File: src/rtl/led_shifter_if.sv
// Board-side pin bundle for the LED shifter: buttons, switches, mode in; LEDs, count out.
// master = board/driver side, slave = led_shifter.
interface led_shifter_if #(
  parameter int WIDTH = 8
);
  logic             leftbutt;
  logic             rightbutt;
  logic             leftswitch;
  logic             rightswitch;
  logic [1:0]       mode;
  logic [WIDTH-1:0] led;
  logic [7:0]       shift_count;

  modport master (
    output leftbutt, rightbutt,
    output leftswitch, rightswitch,
    output mode,
    input  led, shift_count
  );

  modport slave (
    input  leftbutt, rightbutt,
    input  leftswitch, rightswitch,
    input  mode,
    output led, shift_count
  );
endinterface

File: src/rtl/led_shifter.sv
// Button-driven WIDTH-bit shift register with sync, debounce and shift modes.
// Ports: clk, reset (async active-low), io (slave: buttons/switches/mode in, led/shift_count out).
module led_shifter #(
  parameter int WIDTH             = 8,
  parameter int DEBOUNCE_CYCLES   = 250000,
  parameter int SYNC_STAGES       = 2,
  parameter int BUTTON_ACTIVE_LOW = 0
) (
  input logic     clk,
  input logic     reset,
  led_shifter_if.slave io
);

  localparam int CW = $clog2(DEBOUNCE_CYCLES) + 1;
  localparam logic [CW-1:0] CMAX = CW'(DEBOUNCE_CYCLES - 1);

  // bit 0 left button, 1 right button, 2 left switch, 3 right switch
  logic [SYNC_STAGES-1:0][3:0] sync_q;
  logic [3:0]       raw;
  logic [3:0]       synced;
  logic [1:0]       s;

  logic [1:0]       stable_q;
  logic [1:0]       prev_q;
  logic [1:0]       pulse_q;
  logic [CW-1:0]    db_cnt_q [2];

  logic [WIDTH-1:0] led_q, led_d;
  logic [7:0]       cnt_q, cnt_d;
  logic [WIDTH-1:0] lv, rv;
  logic             go_l, go_r, hold;

  assign raw    = {io.rightswitch, io.leftswitch,
                   io.rightbutt, io.leftbutt};
  assign synced = sync_q[SYNC_STAGES-1];
  assign s      = (BUTTON_ACTIVE_LOW != 0) ? ~synced[1:0]
                                           : synced[1:0];

  always_ff @(posedge clk or negedge reset) begin
    if (!reset) begin
      sync_q <= '0;
    end else begin
      sync_q <= {sync_q[SYNC_STAGES-2:0], raw};
    end
  end

  // Debounce: a level change must hold DEBOUNCE_CYCLES cycles.
  // The pulse is taken from the accepted level one cycle later.
  always_ff @(posedge clk or negedge reset) begin
    if (!reset) begin
      stable_q <= '0;
      prev_q   <= '0;
      pulse_q  <= '0;
      for (int i = 0; i < 2; i++) db_cnt_q[i] <= '0;
    end else begin
      for (int i = 0; i < 2; i++) begin
        if (s[i] == stable_q[i]) begin
          db_cnt_q[i] <= '0;
        end else if (db_cnt_q[i] == CMAX) begin
          stable_q[i] <= s[i];
          db_cnt_q[i] <= '0;
        end else begin
          db_cnt_q[i] <= db_cnt_q[i] + 1'b1;
        end
      end
      prev_q  <= stable_q;
      pulse_q <= stable_q & ~prev_q;
    end
  end

  // A coincident left+right pulse is a collision and is dropped.
  assign go_l = pulse_q[0] & ~pulse_q[1];
  assign go_r = pulse_q[1] & ~pulse_q[0];

  always_comb begin
    lv   = led_q;
    rv   = led_q;
    hold = 1'b0;
    unique case (io.mode)
      2'b00: begin
        lv = {led_q[WIDTH-2:0], synced[2]};
        rv = {synced[3], led_q[WIDTH-1:1]};
      end
      2'b01: begin
        lv = {led_q[WIDTH-2:0], led_q[WIDTH-1]};
        rv = {led_q[0], led_q[WIDTH-1:1]};
      end
      2'b10: begin
        lv = {led_q[WIDTH-2:0], 1'b0};
        rv = {led_q[WIDTH-1], led_q[WIDTH-1:1]};
      end
      2'b11: hold = 1'b1;
      default: hold = 1'b1;
    endcase
  end

  always_comb begin
    led_d = led_q;
    cnt_d = cnt_q;
    unique case (1'b1)
      go_l && !hold: begin
        led_d = lv;
        cnt_d = cnt_q + 8'd1;
      end
      go_r && !hold: begin
        led_d = rv;
        cnt_d = cnt_q + 8'd1;
      end
      default: ;
    endcase
  end

  always_ff @(posedge clk or negedge reset) begin
    if (!reset) begin
      led_q <= '0;
      cnt_q <= '0;
    end else begin
      led_q <= led_d;
      cnt_q <= cnt_d;
    end
  end

  assign io.led         = led_q;
  assign io.shift_count = cnt_q;

endmodule

File: src/flat_wrapper.sv
// flat-port wrapper written by rule: the top's interface ports become plain ports
module led_shifter_flat 
#(
  parameter int WIDTH             = 8,
  parameter int DEBOUNCE_CYCLES   = 250000,
  parameter int SYNC_STAGES       = 2,
  parameter int BUTTON_ACTIVE_LOW = 0
)
  (clk, reset, io_leftbutt, io_rightbutt, io_leftswitch, io_rightswitch, io_mode, io_led, io_shift_count);
  led_shifter_if #(.WIDTH(WIDTH)) io_i ();
  input logic clk;
  input logic reset;
  input wire logic [$bits(io_i.leftbutt)-1:0] io_leftbutt;
  input wire logic [$bits(io_i.rightbutt)-1:0] io_rightbutt;
  input wire logic [$bits(io_i.leftswitch)-1:0] io_leftswitch;
  input wire logic [$bits(io_i.rightswitch)-1:0] io_rightswitch;
  input wire logic [$bits(io_i.mode)-1:0] io_mode;
  output wire logic [$bits(io_i.led)-1:0] io_led;
  output wire logic [$bits(io_i.shift_count)-1:0] io_shift_count;
  assign io_i.leftbutt = io_leftbutt;
  assign io_i.rightbutt = io_rightbutt;
  assign io_i.leftswitch = io_leftswitch;
  assign io_i.rightswitch = io_rightswitch;
  assign io_i.mode = io_mode;
  assign io_led = io_i.led;
  assign io_shift_count = io_i.shift_count;
  led_shifter #(.WIDTH(WIDTH), .DEBOUNCE_CYCLES(DEBOUNCE_CYCLES), .SYNC_STAGES(SYNC_STAGES), .BUTTON_ACTIVE_LOW(BUTTON_ACTIVE_LOW)) u_core (.clk(clk), .reset(reset), .io(io_i));
endmodule
File: config.mk
export PLATFORM = sky130hd
export DESIGN_NAME = led_shifter_flat
export DESIGN_NICKNAME = d
export VERILOG_FILES = /design/src/rtl/led_shifter_if.sv /design/src/rtl/led_shifter.sv /design/src/flat_wrapper.sv
export SDC_FILE = /design/constraint.sdc
export NUM_CORES = 1
export LEC_CHECK = 0
export CAP_MARGIN = 20
export CORE_UTILIZATION = 45
export CTS_BUF_LIST = sky130_fd_sc_hd__clkbuf_2 sky130_fd_sc_hd__clkbuf_4 sky130_fd_sc_hd__clkbuf_8
export DETAILED_ROUTE_END_ITERATION = 16
export PLACE_DENSITY_LB_ADDON = 0.2
export RECOVER_POWER = 25
export SETUP_SLACK_MARGIN = 0.15
export SLEW_MARGIN = 0
export SYNTH_ARGS = -nofsm -noshare
export SYNTH_HDL_FRONTEND = slang
export SYNTH_SLANG_ARGS = --single-unit
File: constraint.sdc
create_clock -name clk -period 2.2 [get_ports clk]
set_clock_uncertainty 0.2 [all_clocks]
set_input_delay 0.22 -clock clk [delete_from_list [all_inputs] [get_ports clk]]
set_output_delay 0.22 -clock clk [all_outputs]
set_load 0.05 [all_outputs]
==> results.env, run 1 <==
FINAL_TOTAL_NEGATIVE_SETUP_SLACK_NS=0
CRIT_ARRIVAL_NS=1.58
CORE.ROWCOUNT=30
SYNTH_CELLS=299
CTSROOTBUFFERMASTER='clkbuf_8'
GLOBALROUTE.TOTALOVERFLOW=0
ROUTE.VIAS.TOTAL=2328
MAX-CLOCK-PATH-BUFFERS=2
END_KIND='output pin'
SYNTH_MOST_COMMON_CELL='dfrtp_1'
YS_SEQ_AREA_SHARE_PCT=53.6
TRITONCTS='built'
DETAIL_ROUTE.VIAS_PER_CELL=5.27
INSERTEDDIODECOUNT=0
SETUP_VIOL=0
DRIVE_GT1_SHARE_PCT=12.1
DRT_ITER0_MARKERS=97
ANTENNA_FOUND_INITIAL=0
STATUS='finished clean'
PLACEMENT.CELL_AREA_UM2=3600
SYNTH_FF_TYPE='dfrtp_1'
GRT_FIRST_PASS_WIRELENGTH_UM=10300
CRIT_FAMILY='buffers and inverters'
COUNT_OF_BUFFERS_INSERTED_AT_THE_TOP_LEVEL_PORTS=23
CLK_TRANSITION_REPORTED_PATHS_NS=0.07
SYNTHESIS.AREA_UM2=3170
ROUTE.ANTENNA.REMAINING_NETS=0
SEQ_POWER_SHARE_PCT=55.5
POST_DRT_WL_PER_CELL_UM=13.1
TOTAL_SWITCHING_POWER_mW=0.561
TOP_LEVEL_PORTS=24
CLASS_OF_THE_TIGHTEST_HOLD_OR_REMOVAL_CHECK='reg -> reg'
WORST_SLEW_PIN_SLEW_NS=1.30
STDCELL_AREA_UM2=3790
CORE_UM2=6790
SLEW_VIOLATIONS=0
FINAL.PERIOD_UTILIZATION_PCT=91.0
TOTALWIRELENGTH_UM=5770
VDD.IR_DROP.WORST_uV=328
POWER_LEAKAGE_nW=1.60
GRT_MAX_DEGREE=34
CRITICAL_PATH_REQUIRED_NS=1.78
GRT_SETUP_UNREPAIRED='yes'
MAXCAPVIOLATIONS=0
INTERNAL_POWER_mW=1.78
SYNTH.LIB_CELLS_USED.DISTINCT=33
INITIAL_CELL_DENSITY_OF_THE_CORE_PCT=46.7
POSTSYNTH.ASYNCRESETSHARE_PCT=100
FMAXACHIEVABLE_MHz=500
DRT_PASS1_ITERATIONS=4
GRT_USAGE_PCT=17.7
DESIGN.FINAL.NETS=356
DRC_ERRORS=0
FINAL_ESTIMATED_ROUTING_CONGESTION_IN_GLOBAL_PLACEMENT=0.776
SLOWEST_DELAY_NS=0.83
CTS.HTREE.LEVELS=3
DIE_WIDTH_UM=86.0
GRT_PASS1_VIAS=2241
POWER.SWITCHING_FRACTION_PCT=24.0
CRIT_PATH_MAX_FANOUT=5
CP.BUFFERS_INVERTERS=1
YS_TOP_CELLS_BY_AREA='dfrtp_1 54%, xnor2_1 6.3%, nor2_1 4.7%'
YOSYS.AREA.TOP_TYPE='dfrtp_1'
REPORT.FINAL.HOLD_VIOL_COUNT=0
LAYOUT_MIN_CYCLE_TIME_NS=2.00
FLOW.AREA_GROWTH_FROM_SYNTHESIS_PCT=19.5
SYNTH_FP_NETS=314
FLOORPLAN.DIE_AREA_UM2=7390
POST-CTS-SETUP-BUFFERS=0
CLKLATENCYLATEPIN_NS=0.33
EDFF_COUNT_SYNTH=0
FLOORPLAN.DIE.HEIGHT_UM=86.0
WORST_SETUP_PATH_START_KIND='flip-flop'
AVGSYNTHCELLAREA_UM2=10.6
DETAILED_PLACE_HPWL_UM=3970
YS_TOP_CELLS_BY_COUNT='68 x dfrtp_1, 40 x nor2_1, 23 x xnor2_1'
POWER.CLOCK.FRACTION_PCT=38.1
YOSYS_WARNINGS=0
CTS_BUFFERS=9
POWER.DENSITY_nW_PER_UM2=616
SHARE_OF_YOSYS_CELL_AREA_CLAIMED_BY_THE_TOP_AREA_CELL_TYPE_PCT=53.6
CRITICAL_PATH.CELL_CHAIN='clkdlybuf4s50_1'
YOSYS_REGISTER_BITS=68
CTS_SINKS=68
CP_SLOWEST_CELL='clkdlybuf4s50_1'
COMBINATIONALPOWERSHARE_PCT=6.4
CRITICALPATHCATEGORY='reg -> out'
WORST_SLEW_MARGIN_REL_PCT=13.3
[sequential cells by signal, summed over array words and instances, names as in the netlist]
name	count
u_core.db_cnt_q	38
u_core.io.led	8
u_core.io.shift_count	8
u_core.sync_q	4
u_core.synced	4
u_core.prev_q	2
u_core.pulse_q	2
u_core.stable_q	2
[worst paths after layout]
path / start / to / slack [ns] / cells past startpoint
worst min-delay path: u_core.sync_q[3]$_DFF_PN0_ / u_core.synced[3]$_DFF_PN0_ / 0.15 / 0
worst min register to register: u_core.sync_q[3]$_DFF_PN0_ / u_core.synced[3]$_DFF_PN0_ / 0.15 / 0
min in group asynchronous: reset / u_core.io.shift_count[5]$_DFFE_PN0P_ / 0.50 / 2
worst max-delay path: u_core.io.shift_count[3]$_DFFE_PN0P_ / io_shift_count[3] / 0.20 / 1
max in group asynchronous: reset / u_core.db_cnt_q[24]$_DFF_PN0_ / 0.43 / 3
worst max register to register: u_core.db_cnt_q[19]$_DFF_PN0_ / u_core.db_cnt_q[37]$_DFF_PN0_ / 0.20 / 5
[routing by layer]
layer	global-route usage [%]	wire (um)	up-vias	part of all wire, %
met2	27.8	2660	40	46
met3	2.89	169	6	2.9
li1	-	-	1138	-
met5	0	0	-	0
met4	8.64	78	0	1.4
met1	23.8	2860	1144	50
[stage by stage]
step / utilization, % / hold WS (ns) / power, mW / setup WS, ns / cells
6_report: 55.8 / 0.148 / 2.34 / 0.198 / 442
5_1_grt: 55.8 / 0.157 / 2.44 / 0.113 / 442
3_3_place_gp: 53.0 / 0.0326 / 1.47 / 0.0735 / 425
4_1_cts: 55.7 / 0.110 / 2.38 / 0.151 / 442
3_5_place_dp: 53.0 / 0.0343 / 1.47 / 0.0295 / 425
2_1_floorplan: - / -0.276 / 1.39 / 0.169 / 299
[power by group through the flow]
stage	combinational [mW]	sequential [mW]	clock, mW
after global routing	0.169	1.30	0.977
final	0.150	1.30	0.889
after CTS	0.155	1.30	0.926
after floorplan	0.0495	1.35	0
after detailed placement	0.153	1.32	0
after global placement	0.150	1.32	0
[cell families (layout without fill, tap and decap cells)]
kind of cell / Yosys count / after routing / synth area share, %
AOI/OAI and AO/OA: 35 / 35 / 6.66
muxes: 13 / 13 / 4.30
buffers and inverters: 17 / 64 / 2.48
adders and majority gates: 7 / 7 / 2.76
and+or+nand+nor: 122 / 122 / 20.0
xor gates and xnor gates: 37 / 37 / 10.2
DFF: 68 / 68 / 53.6
[cells in the final DEF, fill, tap and decap left out, types with 2 or more instances in the layout]
cell type and count:
o21ai_0 11, ha_1 6, dlygate4sd3_1 5, buf_4 14
mux2_2 5, nor2b_1 3, nor4_2 2, inv_1 9
xor2_1 14, and4_1 5, a31oi_1 9, xnor2_1 23
clkdlybuf4s50_1 17, nand3_1 13, nand4_1 14, clkinv_2 4
and3_1 3, nor2_1 40, clkbuf_8 10, nor4b_1 2
mux2i_1 8, nor4_1 4, a21oi_1 12, or3_1 5
nand2_1 15, dfrtp_1 68, nor3_1 10
[layout make-up]
cell class	count	area, um^2
sequential	68	1700
inverter	9	33.8
clock buffer	11	145
multi-input combinational	214	1400
fill	586	3000
clock inverter	5	27.5
timing repair buffer	39	362
tap	96	120
[repair_timing]
item / in CTS / in global routing
gates resized for setup: 1 / 2
endpoints found under the setup margin: 1 / 3
hold buffers: 1 / 0
hold endpoints to repair: 21 / 0
cloned: 0 / 0
No activity file was read; power rests on OpenSTA's default activity.
==> run 2, diff against run 1 <==
ABC_AREA = 0   (was default)
==> results of run 2 <==
Same layout as run 1: the final DEF is identical, and so are final timing and power.
